File: config.mk
export PLATFORM = sky130hd
export DESIGN_NAME = pmcc_instr_encoder
export DESIGN_NICKNAME = d
export VERILOG_FILES = /design/src/rtl/pmcc_instr_encoder.sv
export SDC_FILE = /design/constraint.sdc
export NUM_CORES = 1
export LEC_CHECK = 0
export ABC_AREA = 1
export BUFFER_PORTS_ARGS = -buffer_cell sky130_fd_sc_hd__clkbuf_2
export CAP_MARGIN = 20
export CELL_PAD_IN_SITES_DETAIL_PLACEMENT = 1
export CELL_PAD_IN_SITES_GLOBAL_PLACEMENT = 1
export CORE_MARGIN = 4
export CORE_UTILIZATION = 37
export DETAILED_ROUTE_END_ITERATION = 8
export GPL_TIMING_DRIVEN = 0
export PLACE_DENSITY = 0.83
export SLEW_MARGIN = 25
export SYNTH_ARGS = -nofsm -noshare
export SYNTH_HDL_FRONTEND = slang
export SYNTH_SLANG_ARGS = --single-unit
File: constraint.sdc
create_clock -name clk -period 2.4 [get_ports clk]
set_input_delay 0.48 -clock clk [delete_from_list [all_inputs] [get_ports clk]]
set_output_delay 0.48 -clock clk [all_outputs]
set_load 0.005 [all_outputs]
File: src/rtl/pmcc_instr_encoder.sv
// pmcc_instr_encoder: packs symbolic PMC coprocessor commands into
// variable-length instruction sequences and writes them word by word
// into PMC code memory.
module pmcc_instr_encoder #(
    parameter int unsigned ADDR_W    = 8,
    parameter int unsigned MEM_DEPTH = 256
) (
    input  logic              clk,
    input  logic              rst,
    input  logic              base_load,
    input  logic [ADDR_W-1:0] base_addr,
    input  logic              cmd_valid,
    output logic              cmd_ready,
    input  logic [2:0]        cmd_op,
    input  logic [23:0]       cmd_arg,
    input  logic [31:0]       cmd_word0,
    input  logic [31:0]       cmd_word1,
    output logic              mem_req,
    input  logic              mem_gnt,
    output logic [ADDR_W-1:0] mem_addr,
    output logic [31:0]       mem_wdata,
    output logic [ADDR_W-1:0] wr_ptr,
    output logic              busy,
    output logic              err_ovf,
    output logic              err_illegal,
    input  logic              err_clr
);

    // One extra bit so the pointer can sit at MEM_DEPTH without wrapping.
    localparam int unsigned PTR_W = ADDR_W + 1;

    typedef enum logic [1:0] {
        S_IDLE,
        S_HDR,
        S_W0,
        S_W1
    } state_t;

    state_t              state_q, state_d;
    logic [PTR_W-1:0]    ptr_q, ptr_d;
    logic                mem_req_q, mem_req_d;
    logic [ADDR_W-1:0]   mem_addr_q, mem_addr_d;
    logic [31:0]         mem_wdata_q, mem_wdata_d;
    logic [1:0]          extra_q, extra_d;
    logic [31:0]         w0_q, w0_d;
    logic [31:0]         w1_q, w1_d;
    logic                err_ovf_q, err_ovf_d;
    logic                err_ill_q, err_ill_d;

    logic [2:0]          opc_c;
    logic [1:0]          extra_c;
    logic                legal_c;
    logic                fits_c;
    logic                set_ovf_c;
    logic                set_ill_c;

    // Header opcode and extra-word count for the presented command.
    always_comb begin
        opc_c   = 3'b000;
        extra_c = 2'd0;
        legal_c = 1'b1;
        case (cmd_op)
            3'd0:    begin opc_c = 3'b000; extra_c = 2'd0; end
            3'd1:    begin opc_c = 3'b001; extra_c = 2'd1; end
            3'd2:    begin opc_c = 3'b010; extra_c = 2'd1; end
            3'd3:    begin opc_c = 3'b110; extra_c = 2'd2; end
            3'd4:    begin opc_c = 3'b100; extra_c = 2'd2; end
            default: legal_c = 1'b0;
        endcase
        fits_c = (ptr_q + PTR_W'(extra_c) + PTR_W'(1)) <= PTR_W'(MEM_DEPTH);
    end

    // Ready only when idle, out of reset, and no pointer load competing.
    assign cmd_ready = (state_q == S_IDLE) && !rst && !base_load;

    // Next-state, write sequencing and sticky error logic.
    always_comb begin
        state_d     = state_q;
        ptr_d       = ptr_q;
        mem_req_d   = mem_req_q;
        mem_addr_d  = mem_addr_q;
        mem_wdata_d = mem_wdata_q;
        extra_d     = extra_q;
        w0_d        = w0_q;
        w1_d        = w1_q;
        set_ovf_c   = 1'b0;
        set_ill_c   = 1'b0;

        case (state_q)
            S_IDLE: begin
                if (base_load) begin
                    ptr_d = PTR_W'(base_addr);
                end else if (cmd_valid) begin
                    if (!legal_c) begin
                        set_ill_c = 1'b1;
                    end else if (!fits_c) begin
                        set_ovf_c = 1'b1;
                    end else begin
                        state_d     = S_HDR;
                        extra_d     = extra_c;
                        w0_d        = cmd_word0;
                        w1_d        = cmd_word1;
                        mem_req_d   = 1'b1;
                        mem_addr_d  = ptr_q[ADDR_W-1:0];
                        mem_wdata_d = {cmd_arg, opc_c, 5'b00000};
                    end
                end
            end
            S_HDR: begin
                if (mem_gnt) begin
                    ptr_d = ptr_q + PTR_W'(1);
                    if (extra_q == 2'd0) begin
                        state_d   = S_IDLE;
                        mem_req_d = 1'b0;
                    end else begin
                        state_d     = S_W0;
                        mem_addr_d  = mem_addr_q + ADDR_W'(1);
                        mem_wdata_d = w0_q;
                    end
                end
            end
            S_W0: begin
                if (mem_gnt) begin
                    ptr_d = ptr_q + PTR_W'(1);
                    if (extra_q == 2'd2) begin
                        state_d     = S_W1;
                        mem_addr_d  = mem_addr_q + ADDR_W'(1);
                        mem_wdata_d = w1_q;
                    end else begin
                        state_d   = S_IDLE;
                        mem_req_d = 1'b0;
                    end
                end
            end
            S_W1: begin
                if (mem_gnt) begin
                    ptr_d     = ptr_q + PTR_W'(1);
                    state_d   = S_IDLE;
                    mem_req_d = 1'b0;
                end
            end
            default: begin
                state_d   = S_IDLE;
                mem_req_d = 1'b0;
            end
        endcase

        // A new error wins over a clear in the same cycle.
        err_ovf_d = set_ovf_c | (err_ovf_q & ~err_clr);
        err_ill_d = set_ill_c | (err_ill_q & ~err_clr);
    end

    // State and output registers; reset discards any in-flight command.
    always_ff @(posedge clk) begin
        if (rst) begin
            state_q     <= S_IDLE;
            ptr_q       <= '0;
            mem_req_q   <= 1'b0;
            mem_addr_q  <= '0;
            mem_wdata_q <= '0;
            extra_q     <= '0;
            w0_q        <= '0;
            w1_q        <= '0;
            err_ovf_q   <= 1'b0;
            err_ill_q   <= 1'b0;
        end else begin
            state_q     <= state_d;
            ptr_q       <= ptr_d;
            mem_req_q   <= mem_req_d;
            mem_addr_q  <= mem_addr_d;
            mem_wdata_q <= mem_wdata_d;
            extra_q     <= extra_d;
            w0_q        <= w0_d;
            w1_q        <= w1_d;
            err_ovf_q   <= err_ovf_d;
            err_ill_q   <= err_ill_d;
        end
    end

    assign mem_req     = mem_req_q;
    assign mem_addr    = mem_addr_q;
    assign mem_wdata   = mem_wdata_q;
    assign wr_ptr      = ptr_q[ADDR_W-1:0];
    assign busy        = (state_q != S_IDLE);
    assign err_ovf     = err_ovf_q;
    assign err_illegal = err_ill_q;

endmodule
==> impl_metrics.env <==
export IMPL_hpwl_um=14600
export IMPL_syn_nets=920
export IMPL_gp_routability_congestion=0.829
export IMPL_comb_power_share=0.199
export IMPL_post_synth_inst_count=806
export IMPL_most_common_layout_cells="sky130_fd_sc_hd__nor2_1 (230), sky130_fd_sc_hd__clkbuf_2 (164), sky130_fd_sc_hd__dfxtp_1 (120)"
export IMPL_p_sw_mw=1.83
export IMPL_post_route_cells_drive_above_1_share=0.241
export IMPL_first_global_vias=6150
export IMPL_clock_skew_ps=8.83
export IMPL_groute_usage_overall=0.224
export IMPL_timing_slew_headroom=0.546
export IMPL_die_w_um=133
export IMPL_required_ps=1920
export IMPL_area_sequential_um2=2400
export IMPL_clock_insertion_delay_worst_skew_ps=430
export IMPL_final_core_util=0.491
export IMPL_final_setup_viol_count=0
export IMPL_timing_worst_slew_pin_value_ps=680
export IMPL_final_period_utilization=0.938
export IMPL_cts_sinks=120
export IMPL_synth_seq_cells=120
export IMPL_start_util=0.378
export IMPL_average_size_of_a_mapped_cell_um2=7.16
export IMPL_synth_yosys_warnings=0
export IMPL_yosys_cell_types_count=36
export IMPL_drt_wirelength_per_cell_um=16.4
export IMPL_status="complete, no violations"
export IMPL_finalCriticalPeriod_ps=2250
export IMPL_max_cap_viol_count=0
export IMPL_seq_area_frac_synth=0.416
export IMPL_viasPerCell=5.00
export IMPL_p_int_mw=4.45
export IMPL_clkTransAtPathRegs_ps=60
export IMPL_global_route_wire_length_before_repair_um=31200
export IMPL_slew_viol_final=0
export IMPL_cts_tree="built"
export IMPL_power_switching_share=0.292
export IMPL_number_of_enable_flip_flop_cells_after_synthesis=0
export IMPL_io_pin_count=158
export IMPL_power_density_cell_area_nw_per_um2=838
export IMPL_drt_initial_drc_count=265
export IMPL_timing_critical_path_to_type="output pin"
export IMPL_detail_route_wirelength_um=19800
export IMPL_fp_dieArea_um2=17700
export IMPL_max_freq_mhz=444
export IMPL_synth_async_sr_flop_share=0
export IMPL_nets=1096
export IMPL_root_buffer="sky130_fd_sc_hd__clkbuf_16"
export IMPL_holdBufCountCts=0
export IMPL_cts_path_max_buffers=2
export IMPL_synth_flop_cell="sky130_fd_sc_hd__dfxtp_1"
export IMPL_grt_overflow_total=0
export IMPL_ant_nets=0
export IMPL_layout_commonest_cell="sky130_fd_sc_hd__nor2_1"
export IMPL_multiInputGateArea_um2=2910
export IMPL_ctsHtreeMaxLevel=4
export IMPL_hold_path_class="input pin to flop"
export IMPL_filler_cell_count=2001
export IMPL_drt_first_pass_iters=5
export IMPL_drt_drc_violations_left=0
export IMPL_leakagePower_nw=3.55
export IMPL_vias=6026
export IMPL_design_core_area_um2=15300
export IMPL_area_delta_synth_final_pct=29.7
export IMPL_std_cell_rows=45
export IMPL_grt_antenna_before_repair=1
export IMPL_worst_setup_path_start_kind="flop"
export IMPL_syn_area_um2=5770
export IMPL_pwr_share_clk=0.427
export IMPL_io_buffer_count=156
export IMPL_class_of_the_most_critical_setup_path="flop to output pin"
export IMPL_setup_tns_final_ps=0
export IMPL_timing_final_hold_violations=0
export IMPL_critical_path_max_fanout=10
export IMPL_irDropWorstVdd_v=0.000579
export IMPL_die_height_um=133
export IMPL_cts_buffers_inserted=17
export IMPL_power_frac_seq=0.374
export IMPL_timing_critical_path_arrival_ps=1770
export IMPL_largest_net_degree_at_the_start_of_global_routing=17
-- cells in the mapped netlist (3+ instances only) --
cell type / instances / area, um2
sky130_fd_sc_hd__a21oi_1: 16 / 80.1
sky130_fd_sc_hd__a22o_1: 31 / 272
sky130_fd_sc_hd__buf_1: 4 / 15.0
sky130_fd_sc_hd__buf_2: 12 / 60.1
sky130_fd_sc_hd__buf_4: 18 / 135
sky130_fd_sc_hd__clkbuf_1: 25 / 93.8
sky130_fd_sc_hd__clkbuf_2: 3 / 15.0
sky130_fd_sc_hd__dfxtp_1: 120 / 2400
sky130_fd_sc_hd__ha_1: 9 / 113
sky130_fd_sc_hd__inv_1: 36 / 135
sky130_fd_sc_hd__inv_2: 4 / 15.0
sky130_fd_sc_hd__mux2i_1: 25 / 250
sky130_fd_sc_hd__nand2_1: 101 / 379
sky130_fd_sc_hd__nand3_1: 48 / 240
sky130_fd_sc_hd__nand3b_1: 4 / 30.0
sky130_fd_sc_hd__nand4_1: 4 / 25.0
sky130_fd_sc_hd__nor2_1: 231 / 867
sky130_fd_sc_hd__o21ai_0: 81 / 405
sky130_fd_sc_hd__o21ai_1: 9 / 45.0
sky130_fd_sc_hd__o31ai_1: 3 / 22.5
sky130_fd_sc_hd__xor2_1: 3 / 26.3
-- metal layers --
metal | vias up | part of all wire | GRT usage
li1 | 2986 | - | -
met2 | 146 | 0.49 | 0.387
met1 | 2852 | 0.44 | 0.272
met4 | 0 | 0.027 | 0.0820
met5 | - | 0 | 0
met3 | 42 | 0.042 | 0.0494
-- final cells by class --
| cell class | count | share of cell area |
|---|---|---|
| Clock inverter | 12 | 0.0236 |
| Clock buffer | 19 | 0.0578 |
| Tap cell | 211 | 0.0353 |
| Buffer | 62 | 0.0451 |
| Sequential cell | 120 | 0.321 |
| Inverter | 41 | 0.0209 |
| Antenna cell | 1 | 0.000334 |
| Timing Repair Buffer | 158 | 0.108 |
| Multi-Input combinational cell | 582 | 0.388 |
-- flip-flops by register name (all words and copies together), names as in the netlist --
signal       count
mem_wdata       32
w0_q            32
w1_q            32
ptr_q            9
mem_addr         8
extra_q          2
state_q          2
err_illegal      1
err_ovf          1
mem_req          1
-- power by group through the flow --
| stage | Clock [mW] | Combinational (mW) | Sequential [mW] |
|---|---|---|---|
| after global placement | 0 | 1.18 | 2.38 |
| after CTS | 2.70 | 1.26 | 2.35 |
| after global routing | 2.81 | 1.41 | 2.37 |
| final | 2.68 | 1.25 | 2.35 |
| after detailed placement | 0 | 1.21 | 2.39 |
| after floorplan | 0 | 0.757 | 2.36 |
-- kinds of logic after synthesis --
group                      share of synthesized area
DFF                                            0.416
xor gates and xnor gates                     0.00607
adders and majority gates                     0.0195
AOI/OAI and AO/OA                              0.151
muxes                                         0.0434
and+or+nand+nor                                0.280
buffers and inverters                         0.0839
-- metrics by stage --
stage	hold slack, ps	instances	power, mW	instance area (um2)	setup WS [ps]
finish	288	1206	6.28	7490	149
global route	288	1206	6.59	7490	-0.600
CTS	283	1206	6.31	7460	9.00
detailed placement	459	1173	3.60	6820	-670
global placement	448	1173	3.56	6820	-624
floorplan	455	806	3.12	5770	242
-- worst paths after layout --
check	from	endpoint	slack, ps	cells past startpoint
max	state_q[0]$_SDFFE_PP0P_	cmd_ready	150	6
min reg2reg	err_illegal$_SDFF_PP0_	err_illegal$_SDFF_PP0_	470	2
min	cmd_word0[23]	w0_q[23]$_SDFFE_PP0P_	290	3
max reg2reg	state_q[0]$_SDFFE_PP0P_	mem_wdata[20]$_SDFFE_PP0P_	170	12
-- critical path, stage by stage, from the launching register on --
cell                       delay, ps
sky130_fd_sc_hd__dfxtp_1         380
sky130_fd_sc_hd__inv_1           100
sky130_fd_sc_hd__ha_1            220
sky130_fd_sc_hd__inv_1           150
sky130_fd_sc_hd__clkbuf_2        300
sky130_fd_sc_hd__nor3_1           70
sky130_fd_sc_hd__clkbuf_2        130
-- repair_timing --
action,4_1_cts,5_1_grt
cloned,0,0
resized for setup,8,7
endpoints found under the setup margin,101,86
setup buffers,2,0
pin swaps,1,1
(Power assumes the default switching activity.)
